--- config.mk ---
export PLATFORM = sky130hd
export DESIGN_NAME = sha256_sched_ctrl
export DESIGN_NICKNAME = d
export VERILOG_FILES = /design/src/rtl/sha256_sched_ctrl.sv
export SDC_FILE = /design/constraint.sdc
export NUM_CORES = 2
export LEC_CHECK = 0
export ABC_AREA = 0
export CAP_MARGIN = 40
export CORE_ASPECT_RATIO = 0.75
export CORE_MARGIN = 1.5
export CORE_UTILIZATION = 31
export CTS_BUF_LIST = sky130_fd_sc_hd__clkbuf_2 sky130_fd_sc_hd__clkbuf_4 sky130_fd_sc_hd__clkbuf_8
export DETAILED_ROUTE_END_ITERATION = 12
export PLACE_DENSITY_LB_ADDON = 0.15
export SETUP_SLACK_MARGIN = 0.4
export SLEW_MARGIN = 20
export SYNTH_ARGS = -nofsm -noshare
export SYNTH_HDL_FRONTEND = slang
export SYNTH_SLANG_ARGS = --single-unit
--- constraint.sdc ---
create_clock -name clk -period 5.8 [get_ports clk]
set_clock_uncertainty 0.1 [all_clocks]
set_input_delay 0.58 -clock clk [delete_from_list [all_inputs] [get_ports clk]]
set_output_delay 0.58 -clock clk [all_outputs]
set_load 0.05 [all_outputs]
--- src/rtl/sha256_sched_ctrl.sv ---
// -----------------------------------------------------------------------------
// sha256_sched_ctrl
// Expands one 16-word SHA-256 block into the 64-word message schedule W[0..63]
// by sequencing a shared core ALU (SS0/SS1/ADDU) through a req/gnt port, and
// streams W[t] out in order on a valid/ready interface.
//
// Ports
//   clk, n_reset_i        clock, asynchronous active-low reset
//   start_i               begin a new block (ignored while busy_o=1)
//   busy_o, done_o        busy from accepted start through the done cycle;
//                         done_o pulses once after W[63] is accepted
//   m_data_i/m_valid_i/m_ready_o   message word input, W[0] first
//   w_data_o/w_idx_o/w_valid_o/w_ready_i  schedule word output stream
//   alu_req_o/alu_gnt_i   ALU request / grant (result valid in grant cycle)
//   alu_op_o/alu_rd_o/alu_rs_o     ALU opcode and operands
//   alu_result_i          combinational ALU result
//
// All outputs are registered: their next values are decoded from the
// next-state values (including the buffer after this cycle's write), so they
// appear in the same cycle a decoded output would, without glitches.
// -----------------------------------------------------------------------------
module sha256_sched_ctrl #(
  parameter int unsigned     OP_W    = 16,
  parameter logic [OP_W-1:0] OP_ADDU = OP_W'(1),
  parameter logic [OP_W-1:0] OP_SS0  = OP_W'(2),
  parameter logic [OP_W-1:0] OP_SS1  = OP_W'(3)
) (
  input  logic            clk,
  input  logic            n_reset_i,
  input  logic            start_i,
  output logic            busy_o,
  output logic            done_o,
  input  logic [31:0]     m_data_i,
  input  logic            m_valid_i,
  output logic            m_ready_o,
  output logic [31:0]     w_data_o,
  output logic [5:0]      w_idx_o,
  output logic            w_valid_o,
  input  logic            w_ready_i,
  output logic            alu_req_o,
  input  logic            alu_gnt_i,
  output logic [OP_W-1:0] alu_op_o,
  output logic [31:0]     alu_rd_o,
  output logic [31:0]     alu_rs_o,
  input  logic [31:0]     alu_result_i
);

  localparam int unsigned DW    = 32;
  localparam int unsigned TW    = 6;
  localparam int unsigned AW    = 4;
  localparam int unsigned DEPTH = 16;

  typedef enum logic [2:0] {
    S_IDLE,
    S_LOAD,
    S_EMIT,
    S_S1,
    S_A1,
    S_S0,
    S_A2,
    S_A3
  } state_e;

  // Control state
  state_e          state_q, state_d;
  logic [AW-1:0]   cnt_q, cnt_d;
  logic [TW-1:0]   t_q, t_d;
  logic [DW-1:0]   acc_q, acc_d;
  logic [DW-1:0]   tmp_q, tmp_d;

  // Registered outputs
  logic            busy_q, busy_d;
  logic            done_q, done_d;
  logic            m_ready_q, m_ready_d;
  logic [DW-1:0]   w_data_q, w_data_d;
  logic [TW-1:0]   w_idx_q, w_idx_d;
  logic            w_valid_q, w_valid_d;
  logic            alu_req_q, alu_req_d;
  logic [OP_W-1:0] alu_op_q, alu_op_d;
  logic [DW-1:0]   alu_rd_q, alu_rd_d;
  logic [DW-1:0]   alu_rs_q, alu_rs_d;

  // Circular schedule buffer: W[t] lives at mem_q[t mod 16]
  logic [DW-1:0]   mem_q [DEPTH];
  logic [DW-1:0]   mem_nxt [DEPTH];
  logic            mem_we;
  logic [AW-1:0]   mem_waddr;
  logic [DW-1:0]   mem_wdata;
  logic [AW-1:0]   tn;

  // Next-state, buffer write and output decode
  always_comb begin
    state_d   = state_q;
    cnt_d     = cnt_q;
    t_d       = t_q;
    acc_d     = acc_q;
    tmp_d     = tmp_q;
    done_d    = 1'b0;
    mem_we    = 1'b0;
    mem_waddr = cnt_q;
    mem_wdata = m_data_i;

    unique case (state_q)
      S_IDLE: begin
        // busy_q is still high during the done cycle, so a start there is dropped
        if (start_i && !busy_q) begin
          state_d = S_LOAD;
          cnt_d   = '0;
          t_d     = '0;
        end
      end
      S_LOAD: begin
        if (m_valid_i) begin
          mem_we    = 1'b1;
          mem_waddr = cnt_q;
          mem_wdata = m_data_i;
          cnt_d     = cnt_q + AW'(1);
          if (cnt_q == AW'(DEPTH - 1)) begin
            state_d = S_EMIT;
            t_d     = '0;
          end
        end
      end
      S_EMIT: begin
        if (w_ready_i) begin
          if (t_q == TW'(63)) begin
            state_d = S_IDLE;
            done_d  = 1'b1;
          end else begin
            t_d     = t_q + TW'(1);
            state_d = (t_q < TW'(DEPTH - 1)) ? S_EMIT : S_S1;
          end
        end
      end
      S_S1: begin
        if (alu_gnt_i) begin
          acc_d   = alu_result_i;
          state_d = S_A1;
        end
      end
      S_A1: begin
        if (alu_gnt_i) begin
          acc_d   = alu_result_i;
          state_d = S_S0;
        end
      end
      S_S0: begin
        if (alu_gnt_i) begin
          tmp_d   = alu_result_i;
          state_d = S_A2;
        end
      end
      S_A2: begin
        if (alu_gnt_i) begin
          acc_d   = alu_result_i;
          state_d = S_A3;
        end
      end
      S_A3: begin
        // W[t] replaces W[t-16], which was the rs operand of this very op
        if (alu_gnt_i) begin
          mem_we    = 1'b1;
          mem_waddr = t_q[AW-1:0];
          mem_wdata = alu_result_i;
          state_d   = S_EMIT;
        end
      end
      default: state_d = S_IDLE;
    endcase

    // Buffer as it will look after this edge, so outputs see fresh writes
    for (int i = 0; i < int'(DEPTH); i++) begin
      mem_nxt[i] = mem_q[i];
    end
    if (mem_we) begin
      mem_nxt[mem_waddr] = mem_wdata;
    end

    busy_d    = (state_d != S_IDLE) || done_d;
    m_ready_d = (state_d == S_LOAD);
    w_valid_d = 1'b0;
    w_data_d  = '0;
    w_idx_d   = '0;
    alu_req_d = 1'b0;
    alu_op_d  = '0;
    alu_rd_d  = '0;
    alu_rs_d  = '0;
    tn        = t_d[AW-1:0];

    unique case (state_d)
      S_EMIT: begin
        w_valid_d = 1'b1;
        w_data_d  = mem_nxt[tn];
        w_idx_d   = t_d;
      end
      S_S1: begin
        alu_req_d = 1'b1;
        alu_op_d  = OP_SS1;
        alu_rs_d  = mem_nxt[tn - AW'(2)];
      end
      S_A1: begin
        alu_req_d = 1'b1;
        alu_op_d  = OP_ADDU;
        alu_rd_d  = acc_d;
        alu_rs_d  = mem_nxt[tn - AW'(7)];
      end
      S_S0: begin
        alu_req_d = 1'b1;
        alu_op_d  = OP_SS0;
        alu_rs_d  = mem_nxt[tn - AW'(15)];
      end
      S_A2: begin
        alu_req_d = 1'b1;
        alu_op_d  = OP_ADDU;
        alu_rd_d  = acc_d;
        alu_rs_d  = tmp_d;
      end
      S_A3: begin
        // t-16 and t share the same slot modulo 16
        alu_req_d = 1'b1;
        alu_op_d  = OP_ADDU;
        alu_rd_d  = acc_d;
        alu_rs_d  = mem_nxt[tn];
      end
      default: begin
      end
    endcase
  end

  // State and output registers
  always_ff @(posedge clk or negedge n_reset_i) begin
    if (!n_reset_i) begin
      state_q   <= S_IDLE;
      cnt_q     <= '0;
      t_q       <= '0;
      acc_q     <= '0;
      tmp_q     <= '0;
      busy_q    <= 1'b0;
      done_q    <= 1'b0;
      m_ready_q <= 1'b0;
      w_data_q  <= '0;
      w_idx_q   <= '0;
      w_valid_q <= 1'b0;
      alu_req_q <= 1'b0;
      alu_op_q  <= '0;
      alu_rd_q  <= '0;
      alu_rs_q  <= '0;
    end else begin
      state_q   <= state_d;
      cnt_q     <= cnt_d;
      t_q       <= t_d;
      acc_q     <= acc_d;
      tmp_q     <= tmp_d;
      busy_q    <= busy_d;
      done_q    <= done_d;
      m_ready_q <= m_ready_d;
      w_data_q  <= w_data_d;
      w_idx_q   <= w_idx_d;
      w_valid_q <= w_valid_d;
      alu_req_q <= alu_req_d;
      alu_op_q  <= alu_op_d;
      alu_rd_q  <= alu_rd_d;
      alu_rs_q  <= alu_rs_d;
    end
  end

  // Buffer storage; contents are don't-care out of reset
  always_ff @(posedge clk) begin
    if (mem_we) begin
      mem_q[mem_waddr] <= mem_wdata;
    end
  end

  assign busy_o    = busy_q;
  assign done_o    = done_q;
  assign m_ready_o = m_ready_q;
  assign w_data_o  = w_data_q;
  assign w_idx_o   = w_idx_q;
  assign w_valid_o = w_valid_q;
  assign alu_req_o = alu_req_q;
  assign alu_op_o  = alu_op_q;
  assign alu_rd_o  = alu_rd_q;
  assign alu_rs_o  = alu_rs_q;

endmodule

==> results.md <==
* Area Growth Syn to Fin at 18.86%
* Cell Area, Placed at 0.04514 mm²
* TritonCTS Buffers at 132
* FFs w/ async S/R, synth at 26.65%
* Peak supply drop at 0.5608 mV
* Pre-antenna DRT Iters at 5
* Register clock-pin slew on the reported worst setup and hold paths at roughly 0.06 ns
* Critical Path Start Type: flop
* Worst setup margin at 1.010 ns
* Slew headroom at about a third
* Routed WL at between 150000 and 200000 µm
* Initial antenna violation count at 7
* Post-CTS Setup Repair Bufs at 0
* Synth warn at 0
* Synthesized area at 0.04034 mm²
* Number of synthesized flops with an enable pin at 512
* Critical Path End Type: flop
* Yosys cell types at 85
* RSZ-0062 raised after global routing: false
* Cells resized by post-CTS repair at 0
* Post-Layout Cell Count at roughly 5500
* CP peak stage delay at around 0.55 ns
* Power Density at between 500 and 600 mW/mm²
* WP buf/inv at 2
* Main flop type after synthesis: edfxtp_1
* Clk sink count at 698
* Core Region at 0.1289 mm²
* CP max FO at 22
* Mapped Avg Cell Area at 11.71 µm²
* Leakage dissipation at 0.01805 µW
* Worst Tran Pin Value at between 1 and 1.5 ns
* Final min period at between 4 and 5 ns
* Final period utilization at between 80% and 90%
* Total GRT Usage at ~23%
* DP Cell Count at approximately 5200
* Clock root buffer: clkbuf_8
* Commonest non-fill, non-tap cell in the layout: mux2i_1
* Io pins at 193
* Seq cells post-synth at 698
* Via density at 5.523
* Via count at slightly above 30000
* Crit-path cells: ha_1, nand3_1, o21a_1, o221ai_1, nand2_4, inv_8, ha_2, a21boi_1, or2_2, buf_4, mux4_2, a22oi_1, o41a_1, o211ai_1
* Fin area at 0.04795 mm²
* Worst path required time at 6.38 ns
* Outcome: finished clean
* Setup violators final at 0
* Final Hold Viols at 0
* Crit Path Class: reg -> reg
* Post-route antenna net violation count at 0
* Initial Utilization at 31.29%
* Crit-path leading delay family: compound AO/OA/AOI/OAI gates
* DR WL/cell at roughly 28 µm
* Cells after Synth at between 3000 and 4000
* Number of global-route vias before repair at 28960
* Die W at ~420 µm
* Longest Clk Path Bufs at 3
* Pins Over Slew Limit at 0
* Iter 0 DRT Violations at 3173
* CP max stage cell: dfrtp_1
* Post-detail-place hpwl at 95420 µm
* Part of the Yosys area used for sequential elements at between 40% and 50%
* Largest net degree at the start of global routing at 134
* Final #Nets at 3718
* Max Cap Violations at 0
* Die area at 0.1323 mm²
* Setup WS pre-CTS at roughly 0.71 ns
* Commonest cells after routing, fill and taps aside: mux2i_1 (779), edfxtp_1 (512), nor2_1 (478)
* H-tree Lvls at 4
* Placer Congestion at 0.8582
* Input/output buffers at ~180
* Overall power at 25800 µW
* # rows at 114
* Arr. time, crit path at 5.37 ns
* Total negative slack at 0 ns
* F_max at 0.2088 GHz
* Worst skew pair latency at 0.82 ns
* Layout cells sized above 1 at 18.05%
* CTS tree: done
* Die Ht at 315.4 µm
* Grt total ovfl at 0
* First-pass GRT wire length at between 200000 and 250000 µm
* DRC errors left at 0
* Class of the worst hold path: in -> async
[final timing paths]
path                                 from      endpoint  slack [ns]  cells after the start
worst max-delay path               t_q[0]  alu_rs_o[21]        1.01                     14
worst max register to register     t_q[0]  alu_rs_o[21]        1.01                     14
worst min register to register  acc_q[19]     acc_q[19]        0.39                      1
min in group clk                acc_q[19]     acc_q[19]        0.39                      1
worst min-delay path            n_reset_i  alu_rd_o[15]        0.36                      2
max in group asynchronous       n_reset_i     tmp_q[17]        4.15                      3
[cell type report]
class	count	area, µm²
Inverter	14	66.31
Clock buffer	205	2502
Clock inverter	32	200.2
Timing Repair Buffer	374	4015
Antenna cell	6	15.01
Multi-Input combinational cell	2423	18950
Tap cell	1740	2177
Sequential cell	698	20030
Fill cell	12630	80990
[Yosys cell counts, types with 53 or more instances]
cell type | n | share of area [%]
mux2i_1 | 781 | 19
and3_1 | 53 | 0.82
buf_4 | 58 | 1.1
mux4_2 | 88 | 4.9
dfrtp_1 | 186 | 12
nor2_1 | 483 | 4.5
o21ai_0 | 99 | 1.2
nor3_1 | 169 | 2.1
buf_2 | 116 | 1.4
clkbuf_1 | 121 | 1.1
nand2_1 | 167 | 1.6
mux2_2 | 114 | 3.2
edfxtp_1 | 512 | 38
[layer usage]
layer  vias to the layer above  GRT usage, %  share of wire, %  wire, µm
met4                         0         6.588               2.3      3564
li1                      13440             -                 -         -
met3                       217         5.151               8.2     12630
met2                      1349         32.11                41     63300
met5                         -             0                 0         0
met1                     15330         34.53                48     73870
[registers in the layout (all words and copies together) (netlist names), 2 cells and up]
signal / cells
alu_op_o: 2
acc_q: 32
mem_q: 512
t_q: 6
w_idx_o: 6
state_q: 3
alu_rs_o: 32
cnt_q: 4
tmp_q: 32
w_data_o: 32
alu_rd_o: 32
[power breakdown]
group,internal (µW),switching (µW),leakage [µW]
clock network,2820,2220,0.00144
logic,4990,9330,0.00962
registers,6130,318,0.00698
[repair_timing]
item                                   in CTS  in global routing
endpoints found under the hold margin      88                  0
hold buffers                                1                  0
setup endpoints to repair                   0                  0
[worst register-to-register path, delay by kind of cell, from the launching register on]
kind / cells / cell delay [ns]
simple gates: 3 / 0.92
buf+inv: 2 / 0.64
mux: 1 / 0.55
flops: 1 / 0.55
fa+ha+maj: 2 / 0.56
compound gates: 6 / 1.35
[stage by stage]
| step | util (%) | hold slack, ns |
|---|---|---|
| after floorplan | - | 0.1844 |
| after global placement | 34.60 | 0.3732 |
| after detailed placement | 35.01 | 0.3770 |
| after CTS | 37.11 | 0.3018 |
| after global routing | 37.18 | 0.3532 |
| final | 37.19 | 0.3617 |
[cell families after synthesis]
| group | count (synthesis) | share of synthesized area [%] |
|---|---|---|
| multiplexers | 985 | 27.54 |
| AND/OR/NAND/NOR | 985 | 10.73 |
| flip-flops | 698 | 49.65 |
| AO/OA/AOI/OAI | 427 | 7.642 |
| buffers and inverters | 336 | 4.100 |
| XOR/XNOR | 7 | 0.1706 |
| adder cells (fa/ha/maj) | 5 | 0.1551 |
| other | 1 | 0.009295 |
Power figures use the tool's default switching activity.
